==> src/rtl/spi_read_reg.sv <==
// Flash register-read engine: sends opcode, dummy filler and read slots as one SPI
// transaction and returns the captured read bytes as a single wide word.
module spi_read_reg #(
    parameter int               MODULE_ID   = 0,
    parameter int unsigned      DSIZE       = 8,
    parameter logic [7:0]       CMD         = 8'd0,
    parameter int unsigned      SSIZE       = 1,
    parameter logic [DSIZE-1:0] OPCODE      = 8'h9F,
    parameter int unsigned      DUMMY_BYTES = 0,
    parameter int unsigned      RD_BYTES    = 3,
    parameter int unsigned      TIMEOUT     = 4096
) (
    input  logic                         clock,
    input  logic                         rst_n,
    input  logic                         cmd_request,
    input  logic [7:0]                   cmd_cmd,
    output logic                         cmd_busy,
    output logic                         cmd_finish,
    output logic                         spi_request,
    output logic [23:0]                  spi_req_len,
    output logic [23:0]                  spi_req_wr_len,
    output logic                         spi_req_cmd,
    input  logic                         spi_busy,
    input  logic                         spi_clk_en,
    input  logic                         spi_wr_ready,
    output logic                         spi_wr_vld,
    output logic [DSIZE-1:0]             spi_wr_data,
    input  logic                         spi_rd_vld,
    input  logic [DSIZE-1:0]             spi_rd_data,
    output logic [RD_BYTES*DSIZE-1:0]    reg_data,
    output logic                         reg_vld,
    output logic                         reg_err
);

    localparam int unsigned TOTAL   = 1 + DUMMY_BYTES + RD_BYTES;
    localparam int unsigned RW      = RD_BYTES * DSIZE;
    localparam int unsigned REQ_LEN = TOTAL * DSIZE / SSIZE;
    localparam int unsigned TW      = $clog2(TIMEOUT);
    // A misconfigured instance never accepts a command.
    localparam bit PARAMS_OK = (MODULE_ID >= 0) && (SSIZE == 1 || SSIZE == 2 || SSIZE == 4) &&
                               (DUMMY_BYTES <= 4) && (RD_BYTES >= 1) && (RD_BYTES <= 8) &&
                               (TIMEOUT >= 16);

    typedef enum logic [2:0] {
        S_IDLE,
        S_EX_REQ,
        S_REQ_EXEC,
        S_REQ_FSH,
        S_ERR
    } state_t;

    state_t             r_state;
    state_t             w_next;
    logic [TW-1:0]      r_to_cnt;
    logic [3:0]         r_wr_idx;
    logic [3:0]         r_rd_cnt;
    logic [RW-1:0]      r_shadow;
    logic               r_cmd_busy;
    logic               r_cmd_finish;
    logic               r_spi_request;
    logic               r_wr_vld;
    logic [DSIZE-1:0]   r_wr_data;
    logic [RW-1:0]      r_reg_data;
    logic               r_reg_vld;
    logic               r_reg_err;

    logic               w_start;
    logic               w_timeout;
    logic               w_rd_take;
    logic               w_rd_keep;
    logic               w_wr_acc;
    logic [3:0]         w_rd_cnt_nxt;
    logic [RW-1:0]      w_shadow_nxt;

    assign w_start   = PARAMS_OK && cmd_request && (cmd_cmd == CMD);
    assign w_timeout = (r_to_cnt == TW'(TIMEOUT - 1));
    assign w_wr_acc  = r_wr_vld && spi_wr_ready && spi_clk_en;
    assign w_rd_take = (r_state == S_REQ_EXEC) && spi_rd_vld;
    assign w_rd_keep = w_rd_take && (r_rd_cnt >= 4'(1 + DUMMY_BYTES)) && (r_rd_cnt < 4'(TOTAL));

    // Look-ahead values so a byte arriving on the last busy cycle still counts at finish.
    assign w_rd_cnt_nxt = (w_rd_take && (r_rd_cnt != 4'd15)) ? r_rd_cnt + 4'd1 : r_rd_cnt;
    assign w_shadow_nxt = w_rd_keep ? ((r_shadow << DSIZE) | RW'(spi_rd_data)) : r_shadow;

    always_comb begin
        w_next = r_state;
        case (r_state)
            S_IDLE:     if (w_start) w_next = S_EX_REQ;
            S_EX_REQ:   if (w_timeout) w_next = S_ERR;
                        else if (spi_busy) w_next = S_REQ_EXEC;
            S_REQ_EXEC: if (w_timeout) w_next = S_ERR;
                        else if (!spi_busy) w_next = S_REQ_FSH;
            S_REQ_FSH:  w_next = S_IDLE;
            S_ERR:      w_next = S_IDLE;
            default:    w_next = S_IDLE;
        endcase
    end

    always_ff @(posedge clock or negedge rst_n) begin
        if (!rst_n) begin
            r_state       <= S_IDLE;
            r_to_cnt      <= '0;
            r_wr_idx      <= '0;
            r_rd_cnt      <= '0;
            r_shadow      <= '0;
            r_cmd_busy    <= 1'b0;
            r_cmd_finish  <= 1'b0;
            r_spi_request <= 1'b0;
            r_wr_vld      <= 1'b0;
            r_wr_data     <= '0;
            r_reg_data    <= '0;
            r_reg_vld     <= 1'b0;
            r_reg_err     <= 1'b0;
        end else begin
            r_state       <= w_next;
            r_cmd_busy    <= (w_next == S_EX_REQ) || (w_next == S_REQ_EXEC);
            r_cmd_finish  <= (w_next == S_REQ_FSH) || (w_next == S_ERR);
            r_spi_request <= (w_next == S_EX_REQ);
            r_reg_vld     <= 1'b0;
            r_reg_err     <= 1'b0;
            r_rd_cnt      <= w_rd_cnt_nxt;
            r_shadow      <= w_shadow_nxt;

            if (r_state == S_IDLE) begin
                r_to_cnt <= '0;
                r_wr_idx <= '0;
                r_rd_cnt <= '0;
            end else if ((r_state == S_EX_REQ) || (r_state == S_REQ_EXEC)) begin
                r_to_cnt <= r_to_cnt + 1'b1;
            end

            // Write stream: opcode first, then zero filler for every remaining slot.
            if ((r_state == S_EX_REQ) && (w_next == S_REQ_EXEC)) begin
                r_wr_vld  <= 1'b1;
                r_wr_data <= OPCODE;
            end else if (w_next != S_REQ_EXEC) begin
                r_wr_vld  <= 1'b0;
            end else if (w_wr_acc) begin
                r_wr_idx  <= r_wr_idx + 4'd1;
                r_wr_data <= '0;
                if (r_wr_idx == 4'(TOTAL - 1))
                    r_wr_vld <= 1'b0;
            end

            if ((r_state == S_REQ_EXEC) && (w_next == S_REQ_FSH)) begin
                if (w_rd_cnt_nxt == 4'(TOTAL)) begin
                    r_reg_data <= w_shadow_nxt;
                    r_reg_vld  <= 1'b1;
                end else begin
                    r_reg_err  <= 1'b1;
                end
            end
            if (w_next == S_ERR)
                r_reg_err <= 1'b1;
        end
    end

    assign cmd_busy       = r_cmd_busy;
    assign cmd_finish     = r_cmd_finish;
    assign spi_request    = r_spi_request;
    assign spi_req_len    = 24'(REQ_LEN);
    assign spi_req_wr_len = 24'(REQ_LEN);
    assign spi_req_cmd    = 1'b0;
    assign spi_wr_vld     = r_wr_vld;
    assign spi_wr_data    = r_wr_data;
    assign reg_data       = r_reg_data;
    assign reg_vld        = r_reg_vld;
    assign reg_err        = r_reg_err;

endmodule

==> config.mk <==
export PLATFORM = sky130hd
export DESIGN_NAME = spi_read_reg
export DESIGN_NICKNAME = d
export VERILOG_FILES = /design/src/rtl/spi_read_reg.sv
export SDC_FILE = /design/constraint.sdc
export NUM_CORES = 1
export LEC_CHECK = 0
export BUFFER_PORTS_ARGS = -buffer_cell sky130_fd_sc_hd__buf_2
export CAP_MARGIN = 20
export CORE_MARGIN = 5
export CORE_UTILIZATION = 45
export CTS_BUF_LIST = sky130_fd_sc_hd__clkbuf_8
export DETAILED_ROUTE_END_ITERATION = 7
export PLACE_DENSITY_LB_ADDON = 0.25
export SLEW_MARGIN = 30
export SYNTH_ARGS = -nofsm -noshare
export SYNTH_HDL_FRONTEND = slang
export SYNTH_SLANG_ARGS = --single-unit
export TNS_END_PERCENT = 10
==> constraint.sdc <==
create_clock -name clock -period 6.47 [get_ports clock]
set_clock_uncertainty 0.05 [all_clocks]
set_input_delay 0.9705 -clock clock [delete_from_list [all_inputs] [get_ports clock]]
set_output_delay 0.9705 -clock clock [all_outputs]
set_load 0.03 [all_outputs]
==> results of run 1 <==
logic make-up (layout without fill, tap and decap cells):
family	after synthesis	after routing
adder cells (fa/ha/maj)	10	10
XOR/XNOR	5	5
buffers and inverters	74	85
AND/OR/NAND/NOR	74	74
other	2	51
flip-flops	78	78
AO/OA/AOI/OAI	38	38
multiplexers	53	53
power by group through the flow:
stage | Sequential (uW) | Clock (uW) | Combinational, uW
2_1_floorplan | 595 | 0 | 251
3_3_place_gp | 599 | 0 | 288
3_5_place_dp | 600 | 0 | 291
4_1_cts | 590 | 350 | 293
5_1_grt | 599 | 366 | 326
6_report | 590 | 336 | 291
flip-flops by register name, indices dropped and copies added, names as in the netlist:
signal / count
r_shadow: 24
reg_data: 24
r_to_cnt: 12
r_rd_cnt: 4
r_wr_idx: 4
r_state: 3
cmd_busy: 1
cmd_finish: 1
reg_err: 1
reg_vld: 1
spi_request: 1
spi_wr_data: 1
spi_wr_vld: 1
worst max-delay path, stage by stage (launching register included):
cell and delay (ns):
dfrtp_1 0.68, inv_1 0.27, nor3_2 0.42, nand3b_1 0.26, nor3b_4 0.21, buf_4 0.40
mux2_2 0.39
layer usage:
metal	global-route usage, %	part of all wire, %	wire, um	vias to the layer above
met5	0	0	0	-
met4	3.37	1.1	77	0
met1	17.4	48	3290	1188
li1	-	-	-	1169
met2	20.8	45	3110	65
met3	4.17	6.1	423	7
cells in the mapped netlist (all sizes together), types with 3 or more instances:
master,instances
dfrtp,78
buf,61
mux2,49
nor2,19
a21oi,14
nand2,13
nand3,10
inv,9
o21ai,9
nor3,6
ha,5
maj3,5
and3,4
clkbuf,4
mux2i,4
a31oi,3
and4,3
nand4,3
nor2b,3
xor2,3
how the worst min path moves through the flow:
| stage | from | to | slack, ns | cells past startpoint |
|---|---|---|---|---|
| after floorplan | r_to_cnt[6] | r_to_cnt[6] | 0.40 | 1 |
| after global placement | r_shadow[18] | r_shadow[18] | 0.43 | 1 |
| after detailed placement | r_shadow[23] | r_shadow[23] | 0.43 | 1 |
| after CTS | r_shadow[23] | r_shadow[23] | 0.45 | 1 |
| after global routing | r_shadow[16] | r_shadow[16] | 0.47 | 1 |
| final | r_shadow[23] | r_shadow[23] | 0.45 | 1 |
cell type report:
type,instances,share of cell area (%)
flip-flops and latches,78,45.6
clock buffers,9,2.89
inverters,9,0.789
repair buffers,60,7.28
well taps,108,3.16
multi-input cells,231,38.9
clock inverters,7,1.37
stage by stage:
| step | power [uW] | worst slack, ns | hold WS, ns |
|---|---|---|---|
| finish | 1220 | 3.66 | 0.451 |
| global route | 1290 | 3.55 | 0.470 |
| CTS | 1230 | 3.72 | 0.453 |
| detailed placement | 891 | 3.52 | 0.435 |
| global placement | 887 | 3.57 | 0.427 |
| floorplan | 846 | 3.83 | 0.402 |
==> results.sh, run 1 <==
export IMPL_cts_resized=0
export IMPL_io_pins=110
export IMPL_final_core_util_pct=49.6
export IMPL_vias=2429
export IMPL_finalCriticalPeriod_ns=2.81
export IMPL_worstSetupPathType="flop to flop"
export IMPL_regArea_um2=1950
export IMPL_synth_fa_ha_area_share_pct=2.86
export IMPL_worst_pin_slew_ns=0.687
export IMPL_final_nets=417
export IMPL_drive_gt1_share_pct=33.0
export IMPL_cts_htree_levels=3
export IMPL_antenna_left=0
export IMPL_synth_flop_cell="dfrtp_1"
export IMPL_async_flop_share_pct=100
export IMPL_multi_input_area_um2=1670
export IMPL_yosysSeqAreaShare_pct=49.6
export IMPL_cp_end_kind="flop"
export IMPL_io_buffers=58
export IMPL_post_cts_repair_setup_buffers=0
export IMPL_grt_first_pass_wirelength_mm=11.9
export IMPL_netlist_area_um2=3940
export IMPL_final_cell_area_um2=4280
export IMPL_yosysWarnings=0
export IMPL_cts_tree="done"
export IMPL_synth_mux_area_share_pct=16.8
export IMPL_cp_startpoint="r_state[1]"
export IMPL_routed_wl_mm=6.90
export IMPL_fmax_mhz=356
export IMPL_initialDrtViolationCount=71
export IMPL_r2r_slack_ns=3.66
export IMPL_powerDensity_nw_per_um2=284
export IMPL_clockPowerShare_pct=27.6
export IMPL_synth_xor_area_share_pct=1.11
export IMPL_synth_cell_types=45
export IMPL_start_kind="flop"
export IMPL_route_detailed_drc=0
export IMPL_num_rows=34
export IMPL_synthDominantCellAreaShare_pct=49.6
export IMPL_final_cell_mix="dfrtp_1 (78), buf_2 (57), conb_1 (51), mux2_2 (29)"
export IMPL_min_path_type="flop to flop"
export IMPL_maxCapViolations=0
export IMPL_ys_ff_latch=78
export IMPL_cp_endpoint="reg_data[2]"
export IMPL_cts_path_max_buffers=2
export IMPL_fin_crit_sh_pct=43.5
export IMPL_cts_root_buf="clkbuf_8"
export IMPL_crit_fanout=25
export IMPL_leakage_uw=0.00224
export IMPL_final_common_cell="dfrtp_1"
export IMPL_setup_viol=0
export IMPL_place_area_um2=4090
export IMPL_drt_pass1_iterations=4
export IMPL_status="complete, no violations"
export IMPL_dpl_cell_count=486
export IMPL_cts_inserted_buffers=9
export IMPL_die_area_um2=10700
export IMPL_r2r_cells=6
export IMPL_start_util_pct=45.6
export IMPL_slew_limit_headroom_pct=54.2
export IMPL_die_h_um=104
export IMPL_grt_max_degree=79
export IMPL_p_int_uw=791
export IMPL_reg2reg_to="reg_data[2]"
export IMPL_arrival_ns=3.00
export IMPL_fin_tns_setup_ns=0
export IMPL_synth_top_family_by_area="multiplexers"
export IMPL_ctsHoldBuffers=0
export IMPL_critical_path_required_ns=6.65
export IMPL_synth_compound_area_share_pct=6.16
export IMPL_routed_via_density=4.84
export IMPL_numClockSinks=78
export IMPL_core_um2=8640
export IMPL_wl_per_cell_um=13.7
export IMPL_yosysTopAreaCell="dfrtp_1"
export IMPL_switching_share_pct=35.1
export IMPL_antenna_found_initial=0
export IMPL_dp_hpwl_mm=4.81
export IMPL_yosys_top_cells_area="dfrtp_1 (50%), buf_4 (11%), mux2_2 (8.3%)"
export IMPL_path_clk_slew_ns=0.09
export IMPL_antenna_cells=0
export IMPL_power_frac_comb_pct=23.9
export IMPL_hold_viol_final=0
export IMPL_fp_dieW_um=104
export IMPL_reg2reg_from="r_state[1]"
export IMPL_synth_simple_gate_area_share_pct=10.4
export IMPL_seqPwrFrac_pct=48.5
export IMPL_insertion_delay_ns=0.35
export IMPL_ir_drop_v=0.000199
export IMPL_grtUsageTotal_pct=13.1
export IMPL_fillers=807
export IMPL_synth_edf_count=0
export IMPL_avgSynthCellArea_um2=11.8
export IMPL_p_switching_uw=427
export IMPL_rsz0062_at_grt="no"
export IMPL_final_max_slew_viol_count=0
export IMPL_synthToLayoutAreaGrowth_pct=8.70
export IMPL_place_congestion=0.790
export IMPL_final_instance_count_excl_fill=502
export IMPL_grt_pass1_vias=2457
export IMPL_gr_total_overflow=0
export IMPL_postSynthCellCount=334
(Power assumes the default switching activity.)
==> run 2: changes to the inputs <==
--- a/config.mk
+++ b/config.mk
@@ -5,6 +5,7 @@
 export SDC_FILE = /design/constraint.sdc
 export NUM_CORES = 1
 export LEC_CHECK = 0
+export ABC_AREA = 1
 export BUFFER_PORTS_ARGS = -buffer_cell sky130_fd_sc_hd__buf_2
 export CAP_MARGIN = 20
 export CORE_MARGIN = 5
==> constraint.sdc (replaced) <==
create_clock -name clock -period 2.9 [get_ports clock]
set_clock_uncertainty 0.05 [all_clocks]
set_input_delay 0.435 -clock clock [delete_from_list [all_inputs] [get_ports clock]]
set_output_delay 0.435 -clock clock [all_outputs]
set_load 0.03 [all_outputs]
==> run 2 against run 1 <==
Largest cell class unchanged. Global-route usage rose by 2.5 points. Largest power group unchanged. Sequential share of layout area decreased by 1.2 points. Clock power grew 140%. Cell area is 2.8% higher. Via count up 29%. Register-to-register slack worse by 2.8 ns. Utilization up 0.88 points. Hold slack lost 0.18 ns. Die area is 1.6% higher.
==> results.sh, run 2 <==
export IMPL_status="complete, no violations"
export IMPL_synth_cell_types=32
export IMPL_cts_resized=0
export IMPL_arrival_ns=2.33
export IMPL_antenna_found_initial=0
export IMPL_start_util_pct=46.0
export IMPL_num_rows=34
export IMPL_hold_viol_final=0
export IMPL_finalCriticalPeriod_ns=2.08
export IMPL_yosysWarnings=0
export IMPL_wl_per_cell_um=13.0
export IMPL_io_pins=110
export IMPL_antenna_left=0
export IMPL_numClockSinks=78
export IMPL_maxCapViolations=0
export IMPL_ir_drop_v=0.000360
export IMPL_p_int_uw=1900
export IMPL_cts_root_buf="clkbuf_8"
export IMPL_ys_ff_latch=78
export IMPL_vias=3122
export IMPL_drt_pass1_iterations=4
export IMPL_crit_fanout=25
export IMPL_final_cell_mix="nand2_1 (159), dfrtp_1 (78), buf_2 (57), conb_1 (51), o21ai_0 (33)"
export IMPL_switching_share_pct=40.7
export IMPL_cp_cell_sequence="inv_2 > nand2_2 > nor2_4 > inv_1 > buf_4 > nor2_2 > buf_4 > nand2_1 > nand2_1 > nand4_1 > nand2_1"
export IMPL_worstSetupPathType="flop to flop"
export IMPL_grtUsageTotal_pct=15.6
export IMPL_routed_via_density=4.78
export IMPL_clockPowerShare_pct=25.1
export IMPL_yosysTopAreaCell="dfrtp_1"
export IMPL_die_h_um=104
export IMPL_post_cts_repair_setup_buffers=0
export IMPL_cp_end_kind="flop"
export IMPL_start_kind="flop"
export IMPL_final_max_slew_viol_count=0
export IMPL_cts_path_max_buffers=2
export IMPL_place_congestion=0.846
export IMPL_synth_fa_ha_area_share_pct=1.56
export IMPL_insertion_delay_ns=0.36
export IMPL_fin_crit_sh_pct=71.8
export IMPL_p_switching_uw=1300
export IMPL_cp_slowest_cell="dfrtp_1"
export IMPL_synthToLayoutAreaGrowth_pct=9.73
export IMPL_ctsHoldBuffers=1
export IMPL_synth_most_common_cell="nand2_1"
export IMPL_yosysSeqAreaShare_pct=48.7
export IMPL_drive_gt1_share_pct=17.1
export IMPL_rsz0062_at_grt="no"
export IMPL_path_clk_slew_ns=0.08
export IMPL_routed_wl_mm=8.52
export IMPL_yosys_top_cells_area="dfrtp_1 (49%), nand2_1 (15%), buf_4 (10%)"
export IMPL_r2r_slack_ns=0.82
export IMPL_antenna_cells=0
export IMPL_cts_tree="done"
export IMPL_leakage_uw=0.00247
export IMPL_netlist_area_um2=4010
export IMPL_grt_max_degree=42
export IMPL_critical_path_required_ns=3.15
export IMPL_cts_htree_levels=3
export IMPL_hold_worst_slack_ns=0.267
export IMPL_grt_first_pass_wirelength_mm=14.1
export IMPL_final_nets=568
export IMPL_power_frac_comb_pct=32.5
export IMPL_io_buffers=58
export IMPL_cp_startpoint="r_state[0]"
export IMPL_route_detailed_drc=0
export IMPL_synth_simple_gate_area_share_pct=26.1
export IMPL_synthDominantCellAreaShare_pct=48.7
export IMPL_gr_total_overflow=0
export IMPL_fin_tns_setup_ns=0
export IMPL_synth_flop_cell="dfrtp_1"
export IMPL_path_common_cell="nand2_1"
export IMPL_postSynthCellCount=483
export IMPL_cts_inserted_buffers=9
export IMPL_power_total_uw=3200
export IMPL_synth_top_family_by_area="simple AND/OR/NAND/NOR gates"
export IMPL_core_um2=8720
export IMPL_hold_start="spi_rd_data[6]"
export IMPL_min_path_type="input port to flop"
export IMPL_setup_viol=0
export IMPL_hold_end="r_shadow[6]"
export IMPL_reg2reg_to="reg_data[15]"
export IMPL_powerDensity_nw_per_um2=726
export IMPL_die_area_um2=10900
export IMPL_fmax_mhz=480
export IMPL_synth_mux_area_share_pct=0
export IMPL_final_common_cell="nand2_1"
export IMPL_avgSynthCellArea_um2=8.30
export IMPL_synth_compound_area_share_pct=6.90
export IMPL_fillers=866
export IMPL_grt_pass1_vias=2998
export IMPL_reg2reg_from="r_state[0]"
export IMPL_fp_dieW_um=104
export IMPL_synth_common_cells="nand2_1 (159), dfrtp_1 (78), buf_4 (56)"
export IMPL_hold_depth=3
export IMPL_dp_hpwl_mm=6.19
export IMPL_r2r_cells=11
export IMPL_synth_edf_count=0
export IMPL_async_flop_share_pct=100
export IMPL_seqPwrFrac_pct=42.4
export IMPL_initialDrtViolationCount=83
export IMPL_slowest_delay_ns=0.42
export IMPL_synth_xor_area_share_pct=1.09
run 2: cell types whose count changed after synthesis, sizes merged, moves of 5 or more:
cell	delta
o21ai	+25
nor2	+12
mux2	-49
inv	+23
nand4	+25
maj3	-5
nand2	+148
run 2: metrics by stage:
stage          cells  utilization, %  worst slack (ns)  instance area (um^2)
2_1_floorplan    532               -              1.12                  4190
3_3_place_gp     635            47.9             0.870                  4180
3_5_place_dp     636            48.2             0.845                  4200
4_1_cts          653            50.5             0.842                  4400
5_1_grt          653            50.5             0.608                  4400
6_report         653            50.5             0.818                  4400
run 2: final cells by class:
| cell class | count | area (um^2) | share of cell area, % |
|---|---|---|---|
| clock inverter | 7 | 65.1 | 1.48 |
| tap | 108 | 135 | 3.07 |
| multi-input combinational | 351 | 1620 | 36.8 |
| sequential | 78 | 1950 | 44.4 |
| inverter | 32 | 120 | 2.73 |
| timing repair buffer | 68 | 383 | 8.70 |
| clock buffer | 9 | 124 | 2.81 |
run 2: how the worst max path moves through the flow:
stage,to,slack [ns]
6_report,reg_data[15],0.82
2_1_floorplan,reg_data[10],1.12
3_3_place_gp,reg_data[18],0.87
5_1_grt,r_wr_idx[3],0.61
4_1_cts,reg_data[14],0.84
3_5_place_dp,reg_data[23],0.85
run 2: cells by family (layout without fill, tap and decap cells):
| family | count (synthesis) | in the layout |
|---|---|---|
| simple gates | 240 | 240 |
| flops | 78 | 78 |
| fa+ha+maj | 5 | 5 |
| buf+inv | 103 | 116 |
| compound gates | 50 | 50 |
| other cells | 2 | 51 |
| xor+xnor | 5 | 5 |
run 2: metal layers:
metal	GRT usage, %	part of all wire (%)	vias up
met5	0	0	-
met4	3.05	0.83	0
met3	5.09	5.0	5
met2	26.9	51	67
met1	19.2	43	1494
li1	-	-	1556
run 2: critical path, delay by kind of cell (launching register included):
kind	cells	cell delay, ns
buf+inv	4	0.62
simple gates	7	0.92
flops	1	0.42
run 2: power by group through the flow:
stage	registers (uW)	logic [uW]	clock network [uW]
5_1_grt	1380	1150	877
4_1_cts	1360	1040	825
2_1_floorplan	1410	782	0
3_5_place_dp	1380	1040	0
3_3_place_gp	1380	1020	0
6_report	1350	1040	803
==> run 3: changes to the inputs <==
==> constraint.sdc (replaced) <==
create_clock -name clock -period 1.99 [get_ports clock]
set_clock_uncertainty 0.05 [all_clocks]
set_input_delay 0.2985 -clock clock [delete_from_list [all_inputs] [get_ports clock]]
set_output_delay 0.2985 -clock clock [all_outputs]
set_load 0.03 [all_outputs]
==> run 3 against run 2 <==
Utilization is 5.0 points higher. Cell area is 9.9% higher. First-iteration DRC count is 82% higher. Critical endpoint is now reg_data[4]. Largest cell class unchanged.
==> results.sh, run 3 (synthesis gave the netlist of run 2 again) <==
export IMPL_fin_tns_setup_ns=0
export IMPL_synthToLayoutAreaGrowth_pct=20.6
export IMPL_initialDrtViolationCount=151
export IMPL_maxCapViolations=0
export IMPL_cp_startpoint="r_rd_cnt[1]"
export IMPL_antenna_left=0
export IMPL_drt_pass1_iterations=4
export IMPL_die_area_um2=10900
export IMPL_numClockSinks=78
export IMPL_grtUsageMet3_pct=2.92
export IMPL_grtUsageTotal_pct=16.8
export IMPL_ir_drop_v=0.000422
export IMPL_cts_root_buf="clkbuf_8"
export IMPL_grt_max_degree=37
export IMPL_cp_num_buf_inv=5
export IMPL_fillers=814
export IMPL_fp_dieW_um=104
export IMPL_cp_top_family="buffers and inverters"
export IMPL_cts_tree="done"
export IMPL_hold_viol_final=0
export IMPL_routed_via_density=4.79
export IMPL_cp_cell_sequence="buf_6 > ha_4 > nand2_4 > nor2_1 > inv_1 > nand2_4 > inv_4 > nand2_2 > a21oi_4 > buf_12 > nand3_4 > buf_6 > nand2_1 > nand2_1"
export IMPL_io_buffers=58
export IMPL_cts_htree_levels=3
export IMPL_dp_worst_setup_slack_ns=-0.166
export IMPL_gr_total_overflow=0
export IMPL_slowest_delay_ns=0.40
export IMPL_min_path_type="input port to flop"
export IMPL_setup_viol=0
export IMPL_start_kind="flop"
export IMPL_leakage_uw=0.00262
export IMPL_cp_end_kind="flop"
export IMPL_num_rows=34
export IMPL_routed_wl_mm=9.93
export IMPL_powerDensity_nw_per_um2=1050
export IMPL_rsz0062_at_grt="yes"
export IMPL_antenna_cells=0
export IMPL_hold_start="spi_rd_data[1]"
export IMPL_cp_slowest_cell="dfrtp_1"
export IMPL_core_um2=8720
export IMPL_dpl_cell_count=646
export IMPL_final_common_cell="nand2_1"
export IMPL_reg2reg_from="r_rd_cnt[1]"
export IMPL_start_util_pct=46.0
export IMPL_grtUsageMet1_pct=22.7
export IMPL_status="complete, no violations"
export IMPL_gr_usage_met2_pct=27.0
export IMPL_path_clk_slew_ns=0.09
export IMPL_final_nets=597
export IMPL_globalRoute_busiestLayer="met2"
export IMPL_wl_per_cell_um=14.6
export IMPL_worstSetupPathType="flop to flop"
export IMPL_io_pins=110
export IMPL_final_cell_mix="nand2_1 (144), dfrtp_1 (77), buf_2 (57), conb_1 (51), o21ai_0 (33)"
export IMPL_cts_inserted_buffers=9
export IMPL_arrival_ns=2.19
export IMPL_place_congestion=0.828
export IMPL_insertion_delay_ns=0.35
export IMPL_cts_path_max_buffers=2
export IMPL_final_max_slew_viol_count=0
export IMPL_critical_path_required_ns=2.19
export IMPL_route_detailed_drc=0
export IMPL_final_instance_count_excl_fill=682
export IMPL_finalCriticalPeriod_ns=1.99
export IMPL_crit_fanout=6
export IMPL_vias=3269
export IMPL_grt_first_pass_wirelength_mm=15.2
export IMPL_fin_crit_sh_pct=100
export IMPL_grt_pass1_vias=3102
export IMPL_power_total_uw=5080
export IMPL_drive_gt1_share_pct=25.8
export IMPL_dp_hpwl_mm=6.44
export IMPL_die_h_um=104
export IMPL_setup_ws_ns=0.000543
export IMPL_antenna_found_initial=0
export IMPL_fmax_mhz=503
-- run 3: path summary, 6_finish.rpt --
| path | to | depth (start not counted) | slack (ns) |
|---|---|---|---|
| setup / recovery | reg_data[4] | 14 | 0.0005 |
| min in group asynchronous | r_to_cnt[2] | 2 | 0.41 |
| setup reg to reg | reg_data[4] | 14 | 0.0005 |
| hold / removal | r_shadow[1] | 3 | 0.13 |
| max in group asynchronous | r_shadow[23] | 3 | 0.93 |
| hold reg to reg | reg_data[14] | 2 | 0.42 |
-- run 3: what timing repair did --
| item | CTS | global route |
|---|---|---|
| gates resized for setup | 3 | 47 |
| cloned | 1 | 2 |
| endpoints found under the setup margin | 26 | 31 |
| pin swaps | 1 | 16 |
| hold buffers | 1 | 0 |
| setup buffers | 0 | 16 |
| endpoints found under the hold margin | 33 | 0 |
-- run 3: worst reg2reg max path: stages, from the launching register on --
cell,delay (ns)
dfrtp_1,0.40
buf_6,0.13
ha_4,0.16
nand2_4,0.08
nor2_1,0.05
inv_1,0.09
nand2_4,0.09
inv_4,0.09
nand2_2,0.07
a21oi_4,0.17
buf_12,0.15
nand3_4,0.11
buf_6,0.17
nand2_1,0.06
nand2_1,0.04
-- run 3: layout make-up --
cell class | count | area, um^2 | share of cell area (%)
timing repair buffer | 94 | 662 | 13.7
inverter | 32 | 123 | 2.54
clock buffer | 9 | 124 | 2.56
clock inverter | 7 | 57.6 | 1.19
tap | 108 | 135 | 2.79
sequential | 78 | 1950 | 40.4
multi-input combinational | 354 | 1780 | 36.8
-- run 3: metrics by stage --
stage / cell area (um^2) / utilization [%] / hold WS (ns)
after CTS: 4500 / 51.5 / 0.125
after global placement: 4280 / 49.0 / 0.244
after floorplan: 4190 / - / -0.0471
after global routing: 4840 / 55.5 / 0.147
final: 4840 / 55.5 / 0.131
after detailed placement: 4280 / 49.0 / 0.245
-- run 3: metal layers --
| metal | wire (um) | vias up | share of wire, % |
|---|---|---|---|
| met5 | 0 | - | 0 |
| met4 | 72 | 0 | 0.72 |
| met3 | 479 | 8 | 4.8 |
| met2 | 5050 | 91 | 51 |
| met1 | 4330 | 1545 | 44 |
| li1 | - | 1625 | - |
-- run 3: power by group --
group / switching (uW) / internal (uW) / leakage, uW / total, uW
clock network: 641 / 465 / 0.0000824 / 1110
logic: 1360 / 642 / 0.00147 / 2000
registers: 140 / 1830 / 0.00107 / 1970
total: 2140 / 2940 / 0.00262 / 5080
